<file path="config.mk">
export PLATFORM = sky130hd
export DESIGN_NAME = mips_run_ctrl
export DESIGN_NICKNAME = d
export VERILOG_FILES = /design/src/rtl/mips_run_ctrl.sv
export SDC_FILE = /design/constraint.sdc
export NUM_CORES = 1
export LEC_CHECK = 0
export BUFFER_PORTS_ARGS = -buffer_cell sky130_fd_sc_hd__buf_2
export CAP_MARGIN = 30
export CORE_AREA = 2 2 78 155
export CTS_CLUSTER_SIZE = 14
export DETAILED_ROUTE_END_ITERATION = 10
export DIE_AREA = 0 0 80 157
export PLACE_DENSITY_LB_ADDON = 0.25
export SLEW_MARGIN = 0
export SYNTH_ARGS = -nofsm -noshare
export SYNTH_HDL_FRONTEND = slang
export SYNTH_SLANG_ARGS = --single-unit
</file>
<file path="constraint.sdc">
create_clock -name clk -period 4.01 [get_ports clk]
set_clock_uncertainty 0.15 [all_clocks]
set_input_delay 0.2005 -clock clk [delete_from_list [all_inputs] [get_ports clk]]
set_output_delay 0.2005 -clock clk [all_outputs]
set_load 0.02 [all_outputs]
</file>
<file path="src/rtl/mips_run_ctrl.sv">
// Run controller for the single-cycle MIPS core: resets the core, then
// enables it until a breakpoint, cycle budget or halt request stops it.
// Optional single-step mode advances the core one cycle per step pulse.
module mips_run_ctrl #(
  parameter int ADDR_W     = 32,
  parameter int N_BKPT     = 4,
  parameter int CYC_W      = 32,
  parameter int RST_CYCLES = 2
) (
  input  logic                     clk,
  input  logic                     rst,
  input  logic                     start,
  input  logic [1:0]               mode,
  input  logic                     step,
  input  logic                     halt_req,
  input  logic [N_BKPT-1:0]        bkpt_en,
  input  logic [N_BKPT*ADDR_W-1:0] bkpt_addr,
  input  logic [CYC_W-1:0]         cycle_budget,
  input  logic [ADDR_W-1:0]        pc_current,
  output logic                     cpu_rst,
  output logic                     cpu_ce,
  output logic                     busy,
  output logic                     done,
  output logic [1:0]               done_cause,
  output logic [2:0]               hit_idx,
  output logic [CYC_W-1:0]         cycle_count
);

  localparam int RCW = $clog2(RST_CYCLES + 1);
  localparam logic [RCW-1:0] RST_LOAD = RCW'(RST_CYCLES);

  typedef enum logic [2:0] {
    S_IDLE      = 3'd0,
    S_CORE_RST  = 3'd1,
    S_RUN       = 3'd2,
    S_STEP_WAIT = 3'd3,
    S_DONE      = 3'd4
  } state_t;

  state_t           state_q, state_d;
  logic [RCW-1:0]   rcnt_q, rcnt_d;
  logic [CYC_W-1:0] count_q, count_d;
  logic [1:0]       cause_q, cause_d;
  logic [2:0]       idx_q, idx_d;
  logic             cpu_rst_q, busy_q, done_q;
  logic             ce_now;

  logic             bkpt_hit;
  logic [2:0]       bkpt_idx;
  logic             budget_hit;
  logic             hit;
  logic [1:0]       hit_cause;
  logic [CYC_W-1:0] count_inc;

  // Breakpoint compare; scanning downward leaves the lowest matching index.
  always_comb begin
    bkpt_hit = 1'b0;
    bkpt_idx = 3'd0;
    for (int i = N_BKPT - 1; i >= 0; i--) begin
      if (bkpt_en[i] && (pc_current == bkpt_addr[i*ADDR_W +: ADDR_W])) begin
        bkpt_hit = 1'b1;
        bkpt_idx = 3'(i);
      end
    end
  end

  assign budget_hit = (cycle_budget != '0) && (count_q == cycle_budget);
  assign hit        = bkpt_hit || budget_hit || halt_req;
  assign hit_cause  = bkpt_hit ? 2'd1 : (budget_hit ? 2'd2 : 2'd3);
  assign count_inc  = (&count_q) ? count_q : count_q + CYC_W'(1);

  // Next-state and core enable. The enable is decided from the PC of the
  // same cycle so the instruction sitting at a halt point never executes.
  always_comb begin
    state_d = state_q;
    rcnt_d  = rcnt_q;
    count_d = count_q;
    cause_d = cause_q;
    idx_d   = idx_q;
    ce_now  = 1'b0;
    case (state_q)
      S_IDLE, S_DONE: begin
        if (start) begin
          state_d = S_CORE_RST;
          rcnt_d  = RST_LOAD;
          count_d = '0;
          cause_d = 2'd0;
          idx_d   = 3'd0;
        end
      end
      S_CORE_RST: begin
        if (rcnt_q <= RCW'(1)) begin
          state_d = (mode == 2'd1) ? S_STEP_WAIT : S_RUN;
        end else begin
          rcnt_d = rcnt_q - RCW'(1);
        end
      end
      S_RUN, S_STEP_WAIT: begin
        if (hit) begin
          state_d = S_DONE;
          cause_d = hit_cause;
          idx_d   = bkpt_hit ? bkpt_idx : 3'd0;
        end else if ((state_q == S_RUN) || step) begin
          ce_now  = 1'b1;
          count_d = count_inc;
        end
      end
      default: state_d = S_IDLE;
    endcase
  end

  // State and registered status outputs; reset wins over everything.
  always_ff @(posedge clk) begin
    if (!rst) begin
      state_q   <= S_IDLE;
      rcnt_q    <= '0;
      count_q   <= '0;
      cause_q   <= 2'd0;
      idx_q     <= 3'd0;
      cpu_rst_q <= 1'b1;
      busy_q    <= 1'b0;
      done_q    <= 1'b0;
    end else begin
      state_q   <= state_d;
      rcnt_q    <= rcnt_d;
      count_q   <= count_d;
      cause_q   <= cause_d;
      idx_q     <= idx_d;
      cpu_rst_q <= (state_d == S_IDLE) || (state_d == S_CORE_RST);
      busy_q    <= (state_d == S_CORE_RST) || (state_d == S_RUN) ||
                   (state_d == S_STEP_WAIT);
      done_q    <= (state_d == S_DONE);
    end
  end

  assign cpu_rst     = cpu_rst_q;
  assign cpu_ce      = ce_now;
  assign busy        = busy_q;
  assign done        = done_q;
  assign done_cause  = cause_q;
  assign hit_idx     = idx_q;
  assign cycle_count = count_q;

endmodule

</file>
Yosys cells after proc, flatten, opt, wreduce, memory -nomap -nowiden --
Index checks and enable logic that the tools add are counted.
Word-level totals: logic and storage cells 86, output and inout port bits 41, flip-flop bits (word level) 45
Operators by class: reduce and logical (&&, ||, !) cells 22, order comparisons 1, add/sub/neg operators 2, equality and inequality tests 20, multiplexer cells 33
Operators with widths (count):
- 32-bit == test | 5
- 32-bit 2-to-1 mux | 4
- 32-bit case mux with 2 select lines | 1
- 32-bit by 1-bit adder with 32-bit output, second input constant | 1
- 32-bit AND reduction | 1
- 32-bit nonzero test | 1
- 3-bit 2-to-1 mux | 9
- 3-bit by 2-bit == test with 1-bit output, second input constant | 4
- 2-bit 2-to-1 mux | 6
- 2-bit inequality test, second input constant | 6
- 1-bit 2-to-1 mux | 9
- 3-bit case mux with 3 select lines | 1
- 2-bit case mux with 2 select lines | 2
- 3-bit by 1-bit == test with 1-bit output, second input constant | 2
- 3-bit == test, second input constant | 2
- 3-bit zero test | 2
- 1-bit logical OR | 6
- 3-bit case mux with 2 select lines | 1
- 3-bit AND reduction | 2
- 1-bit logical AND | 5
- 5-bit AND reduction | 1
- 2-bit nonzero test | 2
- 2-bit OR reduction | 2
- 2-bit by 1-bit == test with 1-bit output, second input constant | 1
- 2 further kinds | 2

Logic depth before layout (Yosys ltp) --
depth in word-level cells 13, mapped depth 11, depth with buffers taken out 8

Worst setup path after synthesis --
Ideal clock, no wire load.
path kind reg-to-reg, start register count_q[0] (netlist: cycle_count[0]), end register count_q[17] (netlist: cycle_count[17]), cell stages (with the launch flop) 12, arrival time 2412 ps, required time 3728 ps, path slack 1316 ps, setup time 132 ps, path through dfxtp_1 ha_1 and2_1 clkbuf_1 and3_4 buf_6 a311o_1 o21a_4 buf_6 buf_2 o31ai_1 a21oi_1
On the way: word-level cells in the longest chain between the ends 6
RTL lines:
- start, declared | RTL line 42 | logic [CYC_W-1:0] count_q, count_d;
- start signal, assigned | RTL line 126 | count_q <= count_d;
- branches (longest 6 deep; another with 32-bit by 1-bit adder with 32-bit output)
Several ways; the timed one is not identified. The select of a mux whose other input is x is not followed. A chain may end at the register's enable or synchronous reset.

Worst setup path after layout --
start register count_q[19] (netlist: cycle_count[19]), end register count_q[1] (netlist: cycle_count[1])
On the way: word-level cells in the longest chain between the ends 6
RTL lines:
- 32-bit == test | RTL line 67 | assign budget_hit = (cycle_budget != '0) && (count_q == cycle_budget);
- 1-bit logical AND | RTL line 67
- 1-bit logical OR (2 in series) | RTL line 68 | assign hit = bkpt_hit || budget_hit || halt_req;
- 2-bit inequality test (no source line)
- 5-bit AND reduction (no source line) *
Mark *: on every way between the ends. The rest lies on a longest branch, timed or not.

==> results by group <==
Layout
  – Final Instance Count excl. Fillers: between 800 and 900
  – Commonest cells after routing, fill and taps aside: buf_2, xor2_1, dfxtp_1
  – Commonest non-fill, non-tap cell in the layout: buf_2
  – Synth-to-Final Area Change: 36.82%
  – Number of fill cells: roughly 1200
  – Share of layout cells above drive strength 1: 0.3510
  – Final nets: 939
  – Final instance area: ~0.0055 sq mm

Drt
  – Routed len/inst: roughly 19 um
  – Vias: approximately 4800
  – Final WL: ~17 mm
  – Drt pass-1 iters: 4
  – DR iter-0 viols: 200
  – DRC: 0
  – Vias per std cell: approximately 5.5
  – Antenna-violating nets left: 0

STA
  – Hold_ws: ~0.033 ns
  – Worst slew pin tran: 0.6557 ns
  – Setup TNS: 0 ns
  – Finish-stage setup viols: 0
  – Slew margin rel.: 0.5588
  – Fmax: 0.3165 GHz
  – Unrepaired setup endpoints after global routing: false
  – Final hold vios: 0
  – Final worst-path cycle share: 0.7880
  – Min cycle time layout: between 3 and 4 ns
  – Max Transition Viols Final: 0

Min path
  – HP Start: rst
  – Worst Hold Class: primary input to flip-flop

Pwr
  – Peak supply drop: about 0.00022 V
  – Leakage: ~2.5 nW
  – Pwr/cell area: 238.6 mW/mm^2

Synthesis
  – Synthesized area per cell: approximately 8 sq um
  – Mapped Nets: approximately 700
  – Seq/Total Area, Yosys: 0.2201
  – Syn. warnings: 0
  – Cell taking the most area after synthesis: xor2_1
  – EDFF count, synth: 0
  – Flops & latches, synth: 44
  – Synth area leaders: xor2_1, dfxtp_1, xnor2_1, nor4_1, a21oi_1
  – Mapped Cells: ~500
  – Top_reg_cell synth: dfxtp_1
  – FFs w/ async S/R, synth: 0
  – Proportion of netlist area held by the largest area contributor: 0.2823
  – Netlist Area Pre-Place: 0.004003 sq mm
  – Unique masters post-synth: 43

CTS
  – Setup Fix Bufs, Post-CTS: 0
  – CTS root buffer: clkbuf_16
  – CTS Buf Count: 5
  – H-tree levels: 2
  – Skew-Pair Late Insertion Delay: 0.29 ns
  – Clock-pin slew on the worst setup and hold paths: about 0.07 ns
  – Clock tree from TritonCTS: yes
  – CTS Hold Bufs: 0
  – CTS sink cnt: 44
  – CTS max path bufs: 2
  – Post_cts resized: 0

Global route
  – Pin count of the biggest net entering global routing: between 60 and 70
  – Vias in the first global route: ~4800
  – Total GRT Usage: 0.2638
  – First-pass GRT wire length: 24.63 mm
  – Initial antenna violation count: 0
  – Total grt overflow: 0

Placed design
  – Placed insts: 869
  – Port Buffers: approximately 240
  – DP Area: 0.005310 sq mm
  – Post-DP HPWL: roughly 15 mm
  – GPL Wtd Cong: around 0.99

Setup path
  – RR Startpoint: cycle_count[19]
  – R2R setup slack: around 0.85 ns
  – Worst EP arrival: approximately 3.2 ns
  – Crit. Startpoint: cycle_count[19]
  – Maximum net fanout on the critical path: slightly above 60
  – CP Launch Type: flip-flop
  – Req. time, crit path: slightly above 4 ns
  – Critical path capture point type: flip-flop
  – Crit path kind: flip-flop to flip-flop

Floorplan
  – Core box area: around 0.011 sq mm
  – Die H: about 160 um
  – Die X-Extent: 80 um
  – # rows: 55
  – Top-level port count: ~240
  – Die area: around 0.013 sq mm
  – Initial Util: 0.3547

Outcome
  – Run status: complete, no violations

Job
  – Max-Cap Viols: 0
-- registers in the layout (all words and copies together) (netlist names) --
signal	cells
cpu_rst	1
busy	1
done	1
cycle_count	32
done_cause	2
hit_idx	2
rcnt_q	2
state_q	3
-- synth_stat cells (2+ instances only) --
library cell / instances
a211oi_1: 2
a21oi_1: 35
and2_1: 4
and3_1: 12
and3_4: 2
and4_1: 4
buf_2: 2
buf_6: 4
clkbuf_1: 8
dfxtp_1: 44
ha_1: 2
inv_1: 6
nand2_1: 16
nand3_1: 23
nand3b_1: 2
nand4_1: 20
nor2_1: 14
nor2b_1: 2
nor3_1: 10
nor4_1: 42
o21a_1: 3
o21ai_0: 29
o31a_1: 3
o31ai_1: 4
or2_2: 3
or3_1: 25
or4_1: 4
xnor2_1: 31
xor2_1: 129
-- worst max-delay path, stage by stage, from the launching register on --
cell and delay [ns]:
dfxtp_1 0.44, xor2_1 0.17, nor4_1 0.55, nand4_1 0.18, nor3_1 0.52, a311o_1 0.22
o21a_4 0.48, mux2i_1 0.24, nor2_1 0.05
-- where the power goes --
part	total [mW]	internal (mW)	switching, mW
Combinational	0.382	0.167	0.215
Sequential	0.453	0.446	0.00763
Clock	0.471	0.293	0.178
Total	1.31	0.906	0.400
-- worst paths after layout --
check,endpoint,cells past startpoint
max reg2reg,cycle_count[1],8
min reg2reg,rcnt_q[0],2
max,cycle_count[1],8
min,cpu_rst,2
-- through the flow --
step	utilization	total power, mW	setup WS [ns]
after global routing	0.4850	1.362	0.6658
after floorplan	-	0.6479	1.316
after detailed placement	0.4705	0.8435	0.9188
after CTS	0.4850	1.315	0.9973
final	0.4853	1.307	0.8501
after global placement	0.4705	0.8384	0.9121
-- metal layers --
metal  vias up  routed length, um  GRT usage
li1       2287                  -          -
met1      2207               5382     0.2411
met2       282               9289     0.5151
met3        45               1166    0.02695
met4         0               1175     0.1872
met5         -                  0          0
-- cells by family after synthesis --
kind of cell    share of synthesized area
compound gates                     0.1200
fa+ha+maj                        0.006251
simple gates                       0.2704
mux                              0.002501
xor+xnor                           0.3501
flops                              0.2201
buf+inv                           0.02970
other cells                     0.0009369
-- cell type report --
class / count / area [sq um] / share of cell area
diodes: 1 / 2.502 / 0.0004569
clock buffers: 6 / 128.9 / 0.02353
clock inverters: 2 / 35.03 / 0.006397
inverters: 6 / 22.52 / 0.004112
multi-input cells: 433 / 3003 / 0.5483
flip-flops and latches: 44 / 880.8 / 0.1608
well taps: 142 / 177.7 / 0.03244
repair buffers: 244 / 1226 / 0.2239
(Power assumes the default switching activity.)
